File: config.mk
export PLATFORM = sky130hd
export DESIGN_NAME = softmax_ctrl
export DESIGN_NICKNAME = d
export VERILOG_FILES = /design/src/rtl/softmax_ctrl.sv
export SDC_FILE = /design/constraint.sdc
export NUM_CORES = 1
export LEC_CHECK = 0
export CORE_MARGIN = 5
export CORE_UTILIZATION = 38
export CTS_BUF_LIST = sky130_fd_sc_hd__clkbuf_4 sky130_fd_sc_hd__clkbuf_8 sky130_fd_sc_hd__clkbuf_16
export CTS_CLUSTER_SIZE = 30
export DETAILED_ROUTE_END_ITERATION = 10
export GPL_TIMING_DRIVEN = 0
export PLACE_DENSITY = 0.71
export SETUP_SLACK_MARGIN = 0.5
export SLEW_MARGIN = 40
export SYNTH_ARGS = -nofsm -noshare
export SYNTH_HDL_FRONTEND = slang
export SYNTH_SLANG_ARGS = --single-unit
File: constraint.sdc
create_clock -name clk -period 3.6 [get_ports clk]
set_clock_uncertainty 0.2 [all_clocks]
set_input_delay 0.36 -clock clk [delete_from_list [all_inputs] [get_ports clk]]
set_output_delay 0.36 -clock clk [all_outputs]
set_load 0.02 [all_outputs]
File: src/rtl/softmax_ctrl.sv
// Sequencer for the 8-lane float16 softmax datapath: LUT load, vector hold, divider tagging, 2-entry result FIFO.
// Optional SOFTMAX_CTRL_PERF_EN adds accepted-vector and stall counters.
module softmax_ctrl #(
    parameter int FLOAT_LEN = 16,
    parameter int MANT_LEN  = 10,
    parameter int LANES     = 8,
    parameter int LUT_DEPTH = 1024,
    parameter int SUM_LAT   = 4,
    parameter int DIV_LAT   = 4
) (
    input  logic                         clk,
    input  logic                         rst,
    input  logic                         lut_load_start,
    input  logic                         lut_in_valid,
    output logic                         lut_in_ready,
    input  logic [MANT_LEN-1:0]          lut_log2_data,
    input  logic [FLOAT_LEN-1:0]         lut_exp2_data,
    output logic                         lut_done,
    input  logic                         vec_in_valid,
    output logic                         vec_in_ready,
    input  logic [LANES*FLOAT_LEN-1:0]   vec_in_data,
    output logic [LANES*FLOAT_LEN-1:0]   dp_exp_in,
    output logic                         dp_lut_wr_en,
    output logic [MANT_LEN-1:0]          dp_log2_lut_data,
    output logic [FLOAT_LEN-1:0]         dp_exp2_lut_data,
    input  logic [LANES*FLOAT_LEN-1:0]   dp_softmax_out,
    output logic                         out_valid,
    input  logic                         out_ready,
    output logic [LANES*FLOAT_LEN-1:0]   out_data,
    output logic                         busy
`ifdef SOFTMAX_CTRL_PERF_EN
    ,
    output logic [31:0]                  perf_vec_count,
    output logic [31:0]                  perf_stall_count
`endif
);

    localparam int VEC_W  = LANES * FLOAT_LEN;
    localparam int CNT_W  = (LUT_DEPTH > 1) ? $clog2(LUT_DEPTH) : 1;
    localparam int HOLD_W = (SUM_LAT > 0) ? $clog2(SUM_LAT + 1) : 1;
    localparam logic [CNT_W-1:0]  LAST_WORD = CNT_W'(LUT_DEPTH - 1);
    localparam logic [CNT_W-1:0]  CNT_ONE   = CNT_W'(1);
    localparam logic [HOLD_W-1:0] HOLD_LOAD = HOLD_W'(SUM_LAT);
    localparam logic [HOLD_W-1:0] HOLD_ONE  = HOLD_W'(1);

    typedef enum logic [1:0] {
        IDLE  = 2'd0,
        LOAD  = 2'd1,
        READY = 2'd2,
        HOLD  = 2'd3
    } state_t;

    function automatic logic [7:0] count_tags(input logic [DIV_LAT-1:0] tags);
        logic [7:0] n;
        n = 8'd0;
        for (int i = 0; i < DIV_LAT; i++) begin
            n = n + {7'd0, tags[i]};
        end
        return n;
    endfunction

    state_t               state_r, state_next_s;
    logic [CNT_W-1:0]     word_cnt_r;
    logic                 lut_done_r;
    logic                 wr_en_r;
    logic [MANT_LEN-1:0]  log2_r;
    logic [FLOAT_LEN-1:0] exp2_r;
    logic [VEC_W-1:0]     hold_r;
    logic [HOLD_W-1:0]    hold_cnt_r;
    logic [DIV_LAT-1:0]   tag_r, tag_next_s;
    logic [VEC_W-1:0]     head_r, second_r;
    logic [1:0]           fifo_cnt_r, fifo_cnt_next_s;
    logic                 out_valid_r;
    logic                 busy_r;

    logic       lut_hs_s, last_word_s, hold_done_s, pop_s, push_s;
    logic       credit_ok_s, load_ok_s, start_load_s, vec_ready_s, vec_acc_s;
    logic [7:0] occupancy_s;

    // Handshake decode, credit accounting and next-state selection
    always_comb begin
        lut_hs_s        = (state_r == LOAD) && lut_in_valid;
        last_word_s     = lut_hs_s && (word_cnt_r == LAST_WORD);
        hold_done_s     = (state_r == HOLD) && (hold_cnt_r == {HOLD_W{1'b0}});
        pop_s           = out_valid_r && out_ready;
        push_s          = tag_r[DIV_LAT-1];
        // Vectors in hold, in the divider and in the FIFO, less the one leaving now
        occupancy_s     = {7'd0, (state_r == HOLD)} + count_tags(tag_r)
                        + {6'd0, fifo_cnt_r} - {7'd0, pop_s};
        credit_ok_s     = occupancy_s < 8'd2;
        load_ok_s       = (state_r == IDLE) ||
                          ((state_r == READY) && (tag_r == {DIV_LAT{1'b0}}) && (fifo_cnt_r == 2'd0));
        start_load_s    = lut_load_start && load_ok_s;
        vec_ready_s     = lut_done_r && credit_ok_s && !start_load_s &&
                          ((state_r == READY) || hold_done_s);
        vec_acc_s       = vec_in_valid && vec_ready_s;
        tag_next_s      = {tag_r[DIV_LAT-2:0], hold_done_s};
        fifo_cnt_next_s = fifo_cnt_r + {1'b0, push_s} - {1'b0, pop_s};
        state_next_s    = state_r;
        case (state_r)
            IDLE: begin
                if (start_load_s) state_next_s = LOAD;
                else              state_next_s = IDLE;
            end
            LOAD: begin
                if (last_word_s) state_next_s = READY;
                else             state_next_s = LOAD;
            end
            READY: begin
                if (start_load_s)   state_next_s = LOAD;
                else if (vec_acc_s) state_next_s = HOLD;
                else                state_next_s = READY;
            end
            HOLD: begin
                if (hold_done_s && !vec_acc_s) state_next_s = READY;
                else                           state_next_s = HOLD;
            end
            default: state_next_s = IDLE;
        endcase
    end

    // Control state, LUT write path, hold register and divider tags
    always_ff @(posedge clk) begin
        if (rst) begin
            state_r    <= IDLE;
            word_cnt_r <= {CNT_W{1'b0}};
            lut_done_r <= 1'b0;
            wr_en_r    <= 1'b0;
            log2_r     <= {MANT_LEN{1'b0}};
            exp2_r     <= {FLOAT_LEN{1'b0}};
            hold_r     <= {VEC_W{1'b0}};
            hold_cnt_r <= {HOLD_W{1'b0}};
            tag_r      <= {DIV_LAT{1'b0}};
            busy_r     <= 1'b0;
        end else begin
            state_r <= state_next_s;
            wr_en_r <= lut_hs_s;
            if (lut_hs_s) begin
                log2_r     <= lut_log2_data;
                exp2_r     <= lut_exp2_data;
                word_cnt_r <= word_cnt_r + CNT_ONE;
            end
            if (start_load_s) begin
                word_cnt_r <= {CNT_W{1'b0}};
                lut_done_r <= 1'b0;
            end else if (last_word_s) begin
                lut_done_r <= 1'b1;
            end
            if (vec_acc_s) begin
                hold_r     <= vec_in_data;
                hold_cnt_r <= HOLD_LOAD;
            end else if ((state_r == HOLD) && !hold_done_s) begin
                hold_cnt_r <= hold_cnt_r - HOLD_ONE;
            end
            tag_r  <= tag_next_s;
            busy_r <= (state_next_s == LOAD) || (state_next_s == HOLD) ||
                      (tag_next_s != {DIV_LAT{1'b0}}) || (fifo_cnt_next_s != 2'd0);
        end
    end

    // Two-entry result FIFO; head_r is always the oldest result
    always_ff @(posedge clk) begin
        if (rst) begin
            head_r      <= {VEC_W{1'b0}};
            second_r    <= {VEC_W{1'b0}};
            fifo_cnt_r  <= 2'd0;
            out_valid_r <= 1'b0;
        end else begin
            if (push_s && pop_s) begin
                if (fifo_cnt_r == 2'd1) begin
                    head_r <= dp_softmax_out;
                end else begin
                    head_r   <= second_r;
                    second_r <= dp_softmax_out;
                end
            end else if (push_s) begin
                if (fifo_cnt_r == 2'd0) head_r <= dp_softmax_out;
                else                    second_r <= dp_softmax_out;
            end else if (pop_s) begin
                head_r <= second_r;
            end
            fifo_cnt_r  <= fifo_cnt_next_s;
            out_valid_r <= (fifo_cnt_next_s != 2'd0);
        end
    end

`ifdef SOFTMAX_CTRL_PERF_EN
    // Saturating accepted-vector and input-stall counters
    always_ff @(posedge clk) begin
        if (rst) begin
            perf_vec_count   <= 32'd0;
            perf_stall_count <= 32'd0;
        end else begin
            if (vec_acc_s && (perf_vec_count != 32'hFFFF_FFFF))
                perf_vec_count <= perf_vec_count + 32'd1;
            if (vec_in_valid && !vec_ready_s && lut_done_r && (perf_stall_count != 32'hFFFF_FFFF))
                perf_stall_count <= perf_stall_count + 32'd1;
        end
    end
`endif

    assign lut_in_ready     = (state_r == LOAD);
    assign lut_done         = lut_done_r;
    assign vec_in_ready     = vec_ready_s;
    assign dp_exp_in        = hold_r;
    assign dp_lut_wr_en     = wr_en_r;
    assign dp_log2_lut_data = log2_r;
    assign dp_exp2_lut_data = exp2_r;
    assign out_valid        = out_valid_r;
    assign out_data         = head_r;
    assign busy             = busy_r;

endmodule

==> results_dict.tcl, run 1 <==
set metrics [dict create \
    final_nets 2955 \
    critical_path.max_stage_delay_ns 0.56 \
    syn-num-nets 2290 \
    layout_commonest_cell "clkdlybuf4s50_1" \
    antenna_left 0 \
    final_area_mm2 0.02679 \
    critPathLaunchType "register" \
    crit_top_cell "fa_1" \
    synth_cell_types 44 \
    grt_pass1_vias 16934 \
    synth-seq-area-share_pct 51.01 \
    post_synth_instance_area_mm2 0.01707 \
    cp-end-kind "output port" \
    ys_ff_latch 435 \
    portBuffers 574 \
    fillerInstances 3665 \
    r2r_cells 19 \
    max_clock_freq_mhz 223.9 \
    die_h_um 222.0 \
    final_cell_mix "clkdlybuf4s50_1, dfxtp_1, nand2_1" \
    grt_max_degree 14 \
    core_area_mm2 0.04432 \
    setup_tns_ns -74.82 \
    pwr-share-comb_pct 19.5 \
    finalSetupViolCount 134 \
    rsz0062_at_grt "yes" \
    power-per-cell-area_mw_per_mm2 485.4 \
    p_seq_share_pct 40.9 \
    hpwl_um 48270 \
    hold_depth 3 \
    cts_buffers 48 \
    p_int_mw 9.430 \
    drive_above_1_share_pct 14.05 \
    start_util_pct 38.52 \
    area_growth_pct 56.96 \
    setup_slack_ns -0.8665 \
    vias_per_cell 5.285 \
    h-tree-depth 2 \
    cts.sinks 435 \
    relSlewSlack_pct 44.28 \
    cts_buffer_depth 3 \
    drt_iter0_drc 1264 \
    p_sw_share_pct 27.49 \
    cts_tree "built" \
    finalCritPeriodShare_pct 124.1 \
    r2r_slack_ns -0.80 \
    crit_fanout 2 \
    vias 17392 \
    placementRows 77 \
    crit_family "adder cells" \
    p_leak_nw 9.758 \
    cp_slowest_cell "fa_1" \
    hold_viol 0 \
    dieArea_mm2 0.04926 \
    ioPinCount 576 \
    hp-class "primary input to register" \
    path_cells "nand2_4 > inv_4 > ha_4 > fa_1 > fa_1 > nor2b_2 > fa_2 > nand4b_1 > a2111o_1 > buf_8 > buf_12 > nor2_4 > buf_6" \
    netlist_instances 1987 \
    fin_hold_ws_ns 0.1340 \
    slew_violations 0 \
    syn_area_per_cell_um2 8.592 \
    gp_congestion 0.9146 \
    overflow 0 \
    cp.required_ns 3.04 \
    insertion_delay_ns 0.58 \
    drc 0 \
    maxCapViolations 0 \
    violations "negative setup slack" \
    path_clk_slew_ns 0.06 \
    clockPowerShare_pct 39.5 \
    critPathKind "register to output port" \
    yosysWarnings 0 \
    peakVddDrop_v 0.0003755 \
    status "finished, violations left" \
    wl_per_cell_um 20.14 \
    power.total_mw 13.01 \
    path_buf_inv 4 \
    worstMarginPinSlew_ns 0.8359 \
    switchingPower_mw 3.576 \
    grtUsageTotal_pct 24.53 \
    die_w_um 222.0 \
    cp.depth 13 \
    antenna_found_initial 15 \
    cp.arrival_ns 3.91 \
    final.min_clock_period_ns 4.467 \
    drt-total-wl_um 66270 \
    dr.pass1.iters 5 \
    placed_cell_area_mm2 0.02360 \
    grt_pass1_wl_um 97320 \
    clockRootBuffer "clkbuf_16" \
]
-- sequential cells by signal, summed over array words and instances (netlist names) --
signal,cells
hold_cnt_r,3
out_valid,1
state_r,2
dp_exp_in,128
dp_log2_lut_data,10
out_data,128
tag_r,4
word_cnt_r,10
dp_exp2_lut_data,16
busy,1
fifo_cnt_r,2
dp_lut_wr_en,1
second_r,128
lut_done,1
-- area by class of cell --
cell class	count	area [um^2]	area share [%]
Antenna cell	8	20.02	0.07471
Buffer	182	1044	3.894
Clock buffer	76	1535	5.730
Clock inverter	13	151.4	0.5650
Inverter	17	66.31	0.2475
Multi-Input combinational cell	1353	8162	30.46
Sequential cell	435	8713	32.52
Tap cell	592	740.7	2.764
Timing Repair Buffer	615	6362	23.75
-- Yosys cell counts --
| cell | n | area (um^2) |
|---|---|---|
| xor2_1 | 5 | 43.79 |
| nand3_1 | 132 | 660.6 |
| inv_1 | 17 | 63.81 |
| a2111oi_4 | 1 | 27.53 |
| dfxtp_1 | 435 | 8708 |
| a2111o_1 | 1 | 11.26 |
| o22ai_1 | 1 | 6.260 |
| nor2b_1 | 5 | 31.28 |
| nor4b_1 | 1 | 8.760 |
| clkbuf_1 | 106 | 397.9 |
| o21ai_0 | 102 | 510.5 |
| nand2_1 | 317 | 1190 |
| o31ai_1 | 1 | 7.510 |
| or4_1 | 2 | 15.01 |
| nand4b_1 | 3 | 26.28 |
| o2bb2ai_1 | 1 | 8.760 |
| fa_1 | 3 | 60.06 |
| a41oi_1 | 1 | 8.760 |
| nor3_1 | 3 | 15.01 |
| and2_1 | 1 | 6.260 |
| buf_6 | 7 | 78.83 |
| a21boi_0 | 1 | 7.510 |
| buf_2 | 48 | 240.2 |
| o21ai_1 | 31 | 155.2 |
| buf_1 | 6 | 22.52 |
| o41ai_2 | 1 | 16.27 |
| nand2b_1 | 2 | 12.51 |
| and3b_1 | 1 | 8.760 |
| nor2_1 | 156 | 585.6 |
| ha_1 | 12 | 150.1 |
| buf_4 | 15 | 112.6 |
| a2111oi_0 | 1 | 8.760 |
| or3_1 | 1 | 6.260 |
| a21oi_1 | 290 | 1451 |
| nand4_1 | 4 | 25.02 |
| and3_1 | 1 | 6.260 |
| o21a_1 | 2 | 15.01 |
| a211oi_1 | 128 | 960.9 |
| a22o_1 | 1 | 8.760 |
| a21bo_1 | 2 | 20.02 |
| xnor2_1 | 8 | 70.07 |
| mux2i_1 | 128 | 1281 |
| a22oi_1 | 1 | 7.510 |
| or2_2 | 2 | 12.51 |
-- final timing paths --
| kind | startpoint | endpoint |
|---|---|---|
| max | out_valid | vec_in_ready |
| max reg2reg | out_valid | dp_exp_in[98] |
| min reg2reg | second_r[15] | second_r[15] |
| min | lut_log2_data[6] | dp_log2_lut_data[6] |
-- worst register-to-register path, cell delays in order (launching register included) --
cell and delay [ns]:
dfxtp_4 0.35, nand2_4 0.07, inv_4 0.04, ha_4 0.21, fa_1 0.56, fa_1 0.45, nor2b_2 0.14, fa_2 0.44
nand4b_1 0.24, a2111o_1 0.38, buf_4 0.16, buf_6 0.10, buf_6 0.10, buf_6 0.10, buf_6 0.10, buf_6 0.10
buf_6 0.13, buf_12 0.15, o21ai_2 0.15, a21oi_1 0.09
-- timing repair --
| action | CTS | global route |
|---|---|---|
| hold endpoints to repair | 2 | 0 |
| setup buffers | 11 | 19 |
| hold buffers | 1 | 0 |
| resized for setup | 79 | 225 |
| gates cloned | 1 | 9 |
| pin swaps | 5 | 78 |
| endpoints found under the setup margin | 134 | 134 |
-- cells by family after synthesis --
logic type | Yosys count | synth area share, %
XOR/XNOR | 13 | 0.6670
AND/OR/NAND/NOR | 631 | 15.29
AO/OA/AOI/OAI | 566 | 18.93
buffers and inverters | 199 | 5.365
adder cells (fa/ha/maj) | 15 | 1.231
flip-flops | 435 | 51.01
multiplexers | 128 | 7.505
-- per-layer routing --
metal  global-route usage [%]  up-vias  part of all wire, %
li1                         -     8257                    -
met1                    29.48     8251                   40
met2                    41.04      700                   48
met3                    7.282      172                  7.6
met4                    10.24       12                  4.3
met5                   0.7820        -                 0.17
-- power groups by stage --
stage / Combinational [mW] / Sequential (mW) / Clock (mW)
2_1_floorplan: 0.816 / 5.78 / 0
3_3_place_gp: 2.46 / 5.42 / 0
3_5_place_dp: 2.49 / 5.43 / 0
4_1_cts: 2.52 / 5.33 / 5.23
5_1_grt: 2.73 / 5.36 / 5.45
6_report: 2.54 / 5.32 / 5.14
-- stage by stage --
stage / std cells / utilization [%] / worst slack [ns]
3_3_place_gp: 3153 / 53.24 / -1.596
4_1_cts: 3255 / 57.54 / -1.000
5_1_grt: 3289 / 60.45 / -0.9937
3_5_place_dp: 3153 / 53.26 / -1.606
6_report: 3291 / 60.46 / -0.8665
2_1_floorplan: 1987 / - / -0.2409
(Power assumes the default switching activity.)
==> run 2: changes to the inputs <==
--- a/config.mk
+++ b/config.mk
@@ -7,9 +7,10 @@
 export LEC_CHECK = 0
 export CORE_MARGIN = 5
 export CORE_UTILIZATION = 38
-export CTS_BUF_LIST = sky130_fd_sc_hd__clkbuf_4 sky130_fd_sc_hd__clkbuf_8 sky130_fd_sc_hd__clkbuf_16
+export CTS_BUF_LIST = sky130_fd_sc_hd__clkbuf_4
 export CTS_CLUSTER_SIZE = 30
 export DETAILED_ROUTE_END_ITERATION = 10
+export GPL_ROUTABILITY_DRIVEN = 0
 export GPL_TIMING_DRIVEN = 0
 export PLACE_DENSITY = 0.71
 export SETUP_SLACK_MARGIN = 0.5
==> results_dict.tcl, run 2 (synthesized netlist as in run 1, its figures left out) <==
set metrics [dict create \
    status "finished, violations left" \
    violations "negative setup slack" \
    finalCritPeriodShare_pct 131.1 \
    drt-total-wl_um 78750 \
    final.min_clock_period_ns 4.720 \
    cts_buffers 116 \
    drc 0 \
    cp.arrival_ns 4.16 \
    cts.sinks 435 \
    p_leak_nw 11.01 \
    placementRows 77 \
    grtUsageTotal_pct 27.30 \
    power.total_mw 12.59 \
    clockRootBuffer "clkbuf_4" \
    final_nets 3311 \
    overflow 0 \
    critPathKind "register to output port" \
    cp-end-kind "output port" \
    dr.pass1.iters 7 \
    critPathLaunchType "register" \
    final_cell_mix "clkdlybuf4s50_1, dfxtp_1, nand2_1" \
    relSlewSlack_pct 38.59 \
    drt_iter0_drc 1569 \
    antenna_left 0 \
    die_h_um 222.0 \
    slew_violations 0 \
    crit_fanout 2 \
    insertion_delay_ns 0.87 \
    cts_tree "built" \
    die_w_um 222.0 \
    h-tree-depth 3 \
    final_area_mm2 0.03004 \
    vias_per_cell 5.426 \
    area_growth_pct 75.95 \
    max_clock_freq_mhz 211.9 \
    r2r_slack_ns -0.64 \
    hpwl_um 48110 \
    path_clk_slew_ns 0.06 \
    hold_viol 0 \
    dieArea_mm2 0.04926 \
    place_ws_ns -1.617 \
    placed_cell_area_mm2 0.02361 \
    reg2reg_from "out_valid" \
    fillerInstances 3153 \
    crit_start "out_valid" \
    peakVddDrop_v 0.0002799 \
    reg2reg_to "dp_exp_in[23]" \
    grt_max_degree 16 \
    setup_slack_ns -1.120 \
    cp.required_ns 3.04 \
    finalSetupViolCount 134 \
    portBuffers 574 \
    grt_pass1_wl_um 108900 \
    core_area_mm2 0.04432 \
    hold_depth 4 \
    drive_above_1_share_pct 17.55 \
    ioPinCount 576 \
    cts_buffer_depth 3 \
    wl_per_cell_um 21.33 \
    hp-class "primary input to register" \
    power-per-cell-area_mw_per_mm2 419.3 \
    antenna_found_initial 8 \
    grt_pass1_vias 19720 \
    maxCapViolations 0 \
    r2r_cells 17 \
    rsz0062_at_grt "yes" \
    start_util_pct 38.52 \
    vias 20032 \
    cp-endpoint "vec_in_ready" \
    layout_commonest_cell "clkdlybuf4s50_1" \
    worstMarginPinSlew_ns 0.9212 \
]
run 2: cell count changes in the layout (fill, tap and decap cells not counted), moves of 47 or more:
cell,delta
clkbuf_4,+159
dlygate4sd3_1,+282
nand3_1,-47
clkbuf_16,-47
a21oi_2,+50
a21oi_1,-50
run 2: per-layer routing:
layer | GRT usage [%] | up-vias | share of wire (%)
met2 | 46.09 | 1156 | 49
met4 | 14.08 | 2 | 6.1
met3 | 7.931 | 365 | 8.8
met5 | 0 | - | 0.023
li1 | - | 9030 | -
met1 | 31.52 | 9479 | 36
run 2: power by group:
| group | switching [mW] | internal (mW) | leakage [nW] |
|---|---|---|---|
| Clock | 2.18 | 2.19 | 0.852 |
| Combinational | 1.54 | 1.35 | 6.65 |
| Sequential | 0.189 | 5.14 | 3.51 |
| Total | 3.91 | 8.68 | 11.0 |
run 2: repair_timing:
action	in CTS	in global routing
cloned	4	11
setup endpoints to repair	134	134
setup buffers	6	23
endpoints found under the hold margin	414	0
pin swaps	7	123
hold buffers	283	0
resized for setup	93	297
run 2: area by class of cell:
| class | instances | area, um^2 | area share, % |
|---|---|---|---|
| plain buffers | 182 | 1056 | 3.516 |
| repair buffers | 903 | 9324 | 31.04 |
| well taps | 592 | 740.7 | 2.466 |
| multi-input cells | 1353 | 8696 | 28.95 |
| clock buffers | 168 | 1261 | 4.199 |
| flip-flops and latches | 435 | 8712 | 29.00 |
| diodes | 11 | 27.53 | 0.09164 |
| clock inverters | 31 | 153.9 | 0.5124 |
| inverters | 17 | 66.31 | 0.2208 |
run 2: worst max-delay path, stage by stage (launching register included):
cell and delay [ns]:
dfxtp_4 0.35, nand2_4 0.07, inv_4 0.04, ha_4 0.25, fa_1 0.42, fa_1 0.46, nor2b_1 0.16, fa_1 0.44
nand4b_1 0.25, a2111o_1 0.39, buf_12 0.15, buf_12 0.12, nor2_4 0.07, buf_6 0.13
run 2: worst min-delay path by stage:
stage	startpoint	endpoint	slack [ns]
after CTS	lut_load_start	state_r[1]	0.04
after global routing	lut_load_start	state_r[1]	0.12
after floorplan	second_r[0]	second_r[0]	0.24
after detailed placement	dp_exp2_lut_data[15]	dp_exp2_lut_data[15]	0.25
after global placement	second_r[67]	second_r[67]	0.24
final	lut_load_start	state_r[1]	0.13
run 2: through the flow:
stage | hold WS, ns | util [%] | TNS (ns) | instances
6_report | 0.1338 | 67.78 | -60.40 | 3692
5_1_grt | 0.1214 | 67.75 | -76.01 | 3687
4_1_cts | 0.04146 | 63.74 | -57.79 | 3646
3_5_place_dp | 0.2454 | 53.27 | -114.41 | 3154
3_3_place_gp | 0.2404 | 53.24 | -107.74 | 3153
2_1_floorplan | 0.2360 | - | -2.832 | 1987
